===== src/rtl/i2c_init_sequencer.sv =====
// -----------------------------------------------------------------------------
// i2c_init_sequencer
//
// Walks a table of I2C register writes (synchronous ROM) and hands them one at
// a time to a single-write I2C master. Each table entry is
// {dev_id[6:0], reg_id[7:0], data[7:0]}; dev_id == 7'h7F ends the run early.
// Used at power-up to configure external peripherals. The host starts a run
// with go and polls busy/done/error.
//
// Optional feature macro:
//   I2C_SEQ_GAP_EN  - when defined, GAP_CYCLES idle cycles are inserted between
//                     consecutive writes (slow-slave recovery). When undefined
//                     the gap state and its counter are not built.
//
// Ports:
//   clk         in   system clock (also the I2C master clock)
//   reset_n     in   asynchronous active-low reset
//   go          in   start a run; sampled only in IDLE/DONE
//   tbl_addr    out  table read address (ADDR_W bits)
//   tbl_entry   in   table word, valid one cycle after tbl_addr
//   i2c_start   out  start request to the I2C master
//   i2c_dev_id  out  7-bit device address of the current write
//   i2c_reg_id  out  register index of the current write
//   i2c_data    out  data byte of the current write
//   i2c_ready   in   master idle indication
//   busy        out  high while a run is in progress
//   done        out  sticky run-finished flag, cleared by the next accepted go
//   error       out  sticky busy-timeout flag, cleared by the next accepted go
//   wr_count    out  writes completed in the current/last run (ADDR_W+1 bits)
// -----------------------------------------------------------------------------
module i2c_init_sequencer #(
  parameter int ADDR_W      = 4,
  parameter int NUM_ENTRIES = 16,
  parameter int BUSY_TO     = 64,
  parameter int GAP_CYCLES  = 8
) (
  input  logic              clk,
  input  logic              reset_n,
  input  logic              go,
  output logic [ADDR_W-1:0] tbl_addr,
  input  logic [22:0]       tbl_entry,
  output logic              i2c_start,
  output logic [6:0]        i2c_dev_id,
  output logic [7:0]        i2c_reg_id,
  output logic [7:0]        i2c_data,
  input  logic              i2c_ready,
  output logic              busy,
  output logic              done,
  output logic              error,
  output logic [ADDR_W:0]   wr_count
);

  localparam int TMR_W = $clog2(BUSY_TO + 1);

  if (NUM_ENTRIES < 1 || NUM_ENTRIES > (2 ** ADDR_W) || BUSY_TO < 2 || GAP_CYCLES < 1) begin : g_param_check
    $error("i2c_init_sequencer: illegal parameter combination");
  end

  typedef enum logic [2:0] {
    S_IDLE      = 3'd0,
    S_FETCH     = 3'd1,
    S_WAIT_RD   = 3'd2,
    S_ISSUE     = 3'd3,
    S_WAIT_BUSY = 3'd4,
    S_WAIT_DONE = 3'd5,
`ifdef I2C_SEQ_GAP_EN
    S_GAP       = 3'd6,
`endif
    S_DONE      = 3'd7
  } state_t;

  state_t            state_reg;
  state_t            state_next;
  logic [ADDR_W-1:0] idx_reg;
  logic [ADDR_W:0]   wr_count_reg;
  logic [TMR_W-1:0]  timer_reg;
  logic              done_reg;
  logic              error_reg;
  logic [6:0]        dev_id_reg;
  logic [7:0]        reg_id_reg;
  logic [7:0]        data_reg;

`ifdef I2C_SEQ_GAP_EN
  localparam int GAP_W = $clog2(GAP_CYCLES + 1);
  logic [GAP_W-1:0]  gap_cnt_reg;
`endif

  logic last_entry;
  logic busy_timeout;

  assign last_entry   = (idx_reg == ADDR_W'(NUM_ENTRIES - 1));
  assign busy_timeout = (timer_reg == TMR_W'(BUSY_TO - 1));

  // State register
  always_ff @(posedge clk or negedge reset_n) begin
    if (!reset_n) begin
      state_reg <= S_IDLE;
    end else begin
      state_reg <= state_next;
    end
  end

  // Next-state logic
  always_comb begin
    state_next = state_reg;
    case (state_reg)
      S_IDLE, S_DONE: begin
        if (go) state_next = S_FETCH;
      end
      S_FETCH:   state_next = S_WAIT_RD;
      S_WAIT_RD: begin
        if (tbl_entry[22:16] == 7'h7F) state_next = S_DONE;
        else                           state_next = S_ISSUE;
      end
      S_ISSUE:   state_next = S_WAIT_BUSY;
      S_WAIT_BUSY: begin
        // ready low wins over an expiring timer on the same cycle
        if (!i2c_ready)        state_next = S_WAIT_DONE;
        else if (busy_timeout) state_next = S_DONE;
      end
      S_WAIT_DONE: begin
        if (i2c_ready) begin
          if (last_entry) state_next = S_DONE;
`ifdef I2C_SEQ_GAP_EN
          else            state_next = S_GAP;
`else
          else            state_next = S_FETCH;
`endif
        end
      end
`ifdef I2C_SEQ_GAP_EN
      S_GAP: begin
        if (gap_cnt_reg == GAP_W'(GAP_CYCLES - 1)) state_next = S_FETCH;
      end
`endif
      default: state_next = S_IDLE;
    endcase
  end

  // Outputs decoded from state
  always_comb begin
    busy      = (state_reg != S_IDLE) && (state_reg != S_DONE);
    // Start is requested from ISSUE until the master drops ready; decoding it
    // from state lets an asynchronous reset drop it immediately.
    i2c_start = (state_reg == S_ISSUE) || (state_reg == S_WAIT_BUSY);
  end

  // Datapath: index, counters, sticky flags and the held write fields
  always_ff @(posedge clk or negedge reset_n) begin
    if (!reset_n) begin
      idx_reg      <= '0;
      wr_count_reg <= '0;
      timer_reg    <= '0;
      done_reg     <= 1'b0;
      error_reg    <= 1'b0;
      dev_id_reg   <= '0;
      reg_id_reg   <= '0;
      data_reg     <= '0;
`ifdef I2C_SEQ_GAP_EN
      gap_cnt_reg  <= '0;
`endif
    end else begin
      case (state_reg)
        S_IDLE, S_DONE: begin
          if (go) begin
            idx_reg      <= '0;
            wr_count_reg <= '0;
            done_reg     <= 1'b0;
            error_reg    <= 1'b0;
          end
        end
        S_WAIT_RD: begin
          dev_id_reg <= tbl_entry[22:16];
          reg_id_reg <= tbl_entry[15:8];
          data_reg   <= tbl_entry[7:0];
          timer_reg  <= '0;
        end
        S_ISSUE: begin
          // timer counts cycles with start high, ISSUE being cycle 0
          timer_reg <= timer_reg + TMR_W'(1);
        end
        S_WAIT_BUSY: begin
          if (i2c_ready && busy_timeout) error_reg <= 1'b1;
          else                           timer_reg <= timer_reg + TMR_W'(1);
        end
        S_WAIT_DONE: begin
          if (i2c_ready) begin
            wr_count_reg <= wr_count_reg + (ADDR_W + 1)'(1);
            idx_reg      <= idx_reg + ADDR_W'(1);
          end
`ifdef I2C_SEQ_GAP_EN
          gap_cnt_reg <= '0;
`endif
        end
`ifdef I2C_SEQ_GAP_EN
        S_GAP: begin
          gap_cnt_reg <= gap_cnt_reg + GAP_W'(1);
        end
`endif
        default: ;
      endcase
      if (state_next == S_DONE) done_reg <= 1'b1;
    end
  end

  // idx is a register, so the ROM sees the address throughout FETCH and its
  // word is on tbl_entry during WAIT_RD.
  assign tbl_addr   = idx_reg;
  assign i2c_dev_id = dev_id_reg;
  assign i2c_reg_id = reg_id_reg;
  assign i2c_data   = data_reg;
  assign done       = done_reg;
  assign error      = error_reg;
  assign wr_count   = wr_count_reg;

endmodule

===== config.mk =====
export PLATFORM = sky130hd
export DESIGN_NAME = i2c_init_sequencer
export DESIGN_NICKNAME = d
export VERILOG_FILES = /design/src/rtl/i2c_init_sequencer.sv
export SDC_FILE = /design/constraint.sdc
export NUM_CORES = 1
export LEC_CHECK = 0
export ABC_AREA = 1
export BUFFER_PORTS_ARGS = -buffer_cell sky130_fd_sc_hd__buf_2
export CAP_MARGIN = 5
export CORE_UTILIZATION = 51
export DETAILED_ROUTE_END_ITERATION = 12
export GPL_TIMING_DRIVEN = 0
export PLACE_DENSITY = 0.79
export REMOVE_ABC_BUFFERS = 1
export SLEW_MARGIN = 40
export SYNTH_ARGS = -nofsm -noshare
export SYNTH_HDL_FRONTEND = slang
export SYNTH_SLANG_ARGS = --single-unit

===== constraint.sdc =====
create_clock -name clk -period 1.5 [get_ports clk]
set_input_delay 0.45 -clock clk [delete_from_list [all_inputs] [get_ports clk]]
set_output_delay 0.45 -clock clk [all_outputs]
set_load 0.1 [all_outputs]

== After elaboration in Yosys (flattened, before gate mapping) ==
Cells that the tools add are included.

* Add/subtract/negate cells: 3
* Equality and inequality tests: 15
* Muxes and demuxes: 20
* Reduce and logical (&&, ||, !) cells: 15

{| class="wikitable"
|+ Operators with widths
! kind !! number
|-
| one-hot mux 7 bit (3 select lines) || 1
|-
| two-way mux 3 bit || 6
|-
| one-hot mux 3 bit (6 select lines) || 1
|-
| equality test 3 bit, second input constant || 4
|-
| two-way mux 5 bit || 2
|-
| one-hot mux 5 bit (2 select lines) || 1
|-
| two-way mux 4 bit || 2
|-
| one-hot mux 4 bit (2 select lines) || 1
|-
| nonzero test 2 bit || 4
|-
| adder 7 x 1 -> 7 bit, second input constant || 1
|-
| equality test 7 x 6 -> 1 bit, second input constant || 1
|-
| equality test 7 bit, second input constant || 1
|-
| two-way mux 7 bit || 1
|-
| equality test 3 x 2 -> 1 bit, second input constant || 2
|-
| inequality test 2 bit, second input constant || 3
|-
| AND reduction 3 bit || 2
|-
| nonzero test 3 bit || 2
|-
| adder 5 x 1 -> 5 bit, second input constant || 1
|-
| adder 4 x 1 -> 4 bit, second input constant || 1
|-
| equality test 4 bit, second input constant || 1
|-
| two-way mux 1 bit || 4
|-
| AND reduction 2 bit || 2
|-
| equality test 3 x 1 -> 1 bit, second input constant || 1
|-
| zero test 3 bit || 1
|-
| 6 further kinds || 7
|}

* Flip-flop bits (word level): 44
* Input bits: 27
* Logic and storage cells: 62

== Logic depth before layout (Yosys ltp) ==
* Depth in word-level cells: 7
* Depth in mapped cells: 8
* Depth with buffers taken out: 8

== Worst setup path after synthesis ==
Ideal clock, no wire load.

* Path kind: register to register
* Start: register wr_count_reg[1], in the netlist wr_count[1]
* End: register wr_count_reg[4], in the netlist wr_count[4]
* Arrival time: 1.716 ns
* Data required time: 1.432 ns
* Slack: -0.283 ns
* Cell stages (with the launch flop): 7
* Buffers on the path: 0
* Period minus slack after synthesis: 1.783 ns
* Path through: dfrtp_1 -> ha_1 -> nand3_1 -> xor2_1 -> nor2_1 -> nand2_1 -> nand2_1

* Cells in the longest elaborated chain, start to end: 3

{| class="wikitable"
|+ RTL lines
! element !! RTL line !! text
|-
| start, declared || 75 || <nowiki>logic [ADDR_W:0] wr_count_reg;</nowiki>
|-
| start signal, assigned || 188 || <nowiki>wr_count_reg <= wr_count_reg + (ADDR_W + 1)'(1);</nowiki>
|-
| adder 5 x 1 -> 5 bit || 188 ||
|-
| two-way mux 5 bit || 187 || <nowiki>if (i2c_ready) begin</nowiki>
|-
| one-hot mux 5 bit (2 select lines) || 163 || <nowiki>case (state_reg)</nowiki>
|}

Every way passes these cells. The select of a mux whose other input is x is not followed.
A chain may end at the register's enable or synchronous reset.

== Worst setup path after layout ==
* Start: register state_reg[1]
* End: output port i2c_start

* Cells in the longest elaborated chain, start to end: 2
* Elaborated cells between the ends (all ways): 3

{| class="wikitable"
|+ RTL lines
! element !! RTL line !! text
|-
| start, declared || 72 || <nowiki>state_t state_reg;</nowiki>
|-
| start signal, assigned || 99 || <nowiki>state_reg <= state_next;</nowiki>
|-
| equality test 3 x 2 -> 1 bit / equality test 3 bit (equally long branches) || 145 || <nowiki>i2c_start = (state_reg == S_ISSUE) || (state_reg == S_WAIT_BUSY);</nowiki>
|-
| logical OR 1 bit (*) || 145 ||
|-
| end, declared || 42 || <nowiki>output logic i2c_start,</nowiki>
|}

Mark *: on every way between the ends. The rest lies on a longest branch, timed or not.

==> flow_summary.ini <==
[critical_path]
required_ns = 1.05
worstPathMaxFanout = 6
slowest_stage = dfrtp_2
cp_slowest_stage_delay_ns = 0.49
critical_path.cell_chain = nor2_4 > nand2_2 > nand2_4 > buf_12
crit_family = flip-flops
crit_arrival_ns = 1.32
path_buf_inv = 1
worstSetupEndpointType = output pin
cp-start-kind = register
path_class = reg -> out

[timing]
hold_viol = 0
worst_slack_ns = -0.268
finalCritPeriodShare_pct = 118
maxSlewViolCount = 0
min_period_ns = 1.77
worst_clock_skew_ns = 0.00904
rsz0062_at_grt = true
fmax_mhz = 565
maxSlewHeadroom_pct = 64.1
setup_violations = 3
setup_total_negative_slack_ns = -0.526
tightest_slew_ns = 0.539

[placement]
pre_cts_ws_ns = -0.560
dpl_cell_area_um2 = 2420
numPortBuffers = 62
gp_congestion = 0.811
detailed_place_hpwl_mm = 2.92

[cts]
path_clk_slew_ns = 0.09
numCtsBuffers = 5
htree_num_levels = 2
cts_tree = built
clkLatencyLatePin_ns = 0.31
root_buffer = clkbuf_8
ctsLongestPathBuffers = 2
cts_hold_buf = 0
clock_sinks = 44

[routing]
vias = 2004
drc = 0
wl_per_cell_um = 14.1
drt_iter0_drc = 107
vias_per_cell = 5.16
drtAntennaViolNets = 0
firstDrtPassIters = 4
routed_wl_mm = 5.48

[layout]
nNetsFinal = 369
n_antenna_cell = 0
postLayoutCellArea_um2 = 2900
nFillCells = 253
drive_gt1_share_pct = 35.3
register_area_um2 = 1110
multi_input_area_um2 = 913
areaGrowthSynthToFinish_pct = 40.1

[synth]
synth_cells = 253
synthFlopType = dfrtp_1
netlist_area_um2 = 2070
synth_warnings = 0
syn_area_per_cell_um2 = 8.18
ys_types = 27
ys_seq_area_share_pct = 53.2
ys_seq_elements = 44
synth_edf_count = 0
async_flop_share_pct = 100

[global_routing]
grt_pass1_vias = 1882
grt_antenna_before_repair = 0
overflow = 0
grt_pass1_wl_mm = 8.02
grt_max_degree = 45
grt_usage_pct = 25.1

[floorplanning]
die_area_um2 = 4320
die_w_um = 65.7
rows = 22
start_util_pct = 54.9
die_h_um = 65.7
coreArea_um2 = 3770
io_pins = 63

[min_path]
hold_path_class = in -> async

[outcome]
outcome = finished with violations
violations = setup timing

[flow_run]
drv_cap = 0
cell type report:
class | instances | share of cell area, %
Timing Repair inverter | 3 | 0.777
Sequential cell | 44 | 38.2
Clock inverter | 3 | 1.60
Multi-Input combinational cell | 185 | 31.5
Timing Repair Buffer | 79 | 20.5
Tap cell | 48 | 2.07
Inverter | 21 | 3.02
Clock buffer | 5 | 2.37
worst register-to-register path, cell delays in order, from the launching register on:
cell	delay, ns
dfrtp_2	0.49
buf_4	0.17
inv_2	0.06
nand3_4	0.10
nor2_4	0.20
inv_2	0.08
nand2_4	0.11
inv_4	0.06
nand2_1	0.07
nand2_1	0.07
repair_timing:
item	CTS	global route
setup endpoints to repair	68	38
pin swaps	3	3
gates resized for setup	60	12
setup buffers	5	12
cloned	3	1
endpoints found under the hold margin	0	0
per-stage QoR:
stage | hold WS [ns] | util [%] | cells
2_1_floorplan | 0.154 | - | 249
3_3_place_gp | 0.459 | 64.1 | 359
3_5_place_dp | 0.461 | 64.1 | 359
4_1_cts | 0.138 | 73.0 | 375
5_1_grt | 0.161 | 76.9 | 388
6_report | 0.114 | 76.9 | 388
layer usage:
metal | wire, um | part of all wire, % | vias up | global-route usage [%]
met5 | 0 | 0 | - | 0
met4 | 162 | 3.0 | 0 | 11.4
met3 | 305 | 5.6 | 15 | 6.08
met2 | 2710 | 49 | 71 | 42.9
met1 | 2300 | 42 | 952 | 29.6
li1 | - | - | 966 | -
final timing paths:
path                       cells past startpoint  slack (ns)          start            end
setup reg to reg                               9       -0.01   state_reg[1]    wr_count[4]
hold / removal                                 1        0.11        reset_n          error
min in group clk                               3        0.33  tbl_entry[11]  i2c_reg_id[3]
max in group asynchronous                      1        0.99        reset_n   state_reg[1]
hold reg to reg                                2        0.49    i2c_data[2]    i2c_data[2]
setup / recovery                               4       -0.27   state_reg[1]      i2c_start
cells in the final DEF, fill, tap and decap left out:
master      count
a21boi_0        1
a21oi_1         1
buf_12          3
buf_2          25
buf_4          45
buf_6           5
buf_8           1
bufinv_16       1
clkbuf_8        5
clkinvlp_4      5
dfrtp_1        39
dfrtp_2         5
ha_1            2
ha_2            1
inv_1          14
inv_2           4
inv_4           2
inv_6           1
nand2_1       110
nand2_2         4
nand2_4         4
nand3_1        17
nand3_2         2
nand3_4         2
nand3b_1        1
nand4_1         2
nor2_1         14
nor2_2          1
nor2_4          2
nor3_1          1
o21ai_0         7
o21ai_1         4
o21ai_2         2
o21bai_1        2
xnor2_1         1
xor2_1          4
cells in the mapped netlist (2+ instances only):
| cell | number | area share, % |
|---|---|---|
| buf_2 | 2 | 0.48 |
| buf_4 | 2 | 0.72 |
| dfrtp_1 | 44 | 53 |
| ha_1 | 3 | 1.8 |
| inv_1 | 19 | 3.4 |
| nand2_1 | 111 | 20 |
| nand2_2 | 6 | 1.8 |
| nand3_1 | 18 | 4.4 |
| nand4_1 | 2 | 0.60 |
| nor2_1 | 15 | 2.7 |
| o21ai_0 | 7 | 1.7 |
| o21ai_1 | 4 | 0.97 |
| o21ai_2 | 2 | 0.85 |
| o21bai_1 | 2 | 0.72 |
| xor2_1 | 4 | 1.7 |
cells by family (layout without fill, tap and decap cells):
family / Yosys count / after routing / share of synthesized area, %
adders and majority gates: 3 / 3 / 1.81
buffers and inverters: 25 / 111 / 5.14
xor gates and xnor gates: 5 / 5 / 2.11
and+or+nand+nor: 159 / 160 / 32.9
AOI/OAI and AO/OA: 17 / 17 / 4.83
DFF: 44 / 44 / 53.2
Power is left out: the tool's default activity adds up to more than one toggle a clock period on the data nets, which glitch-free logic cannot reach.
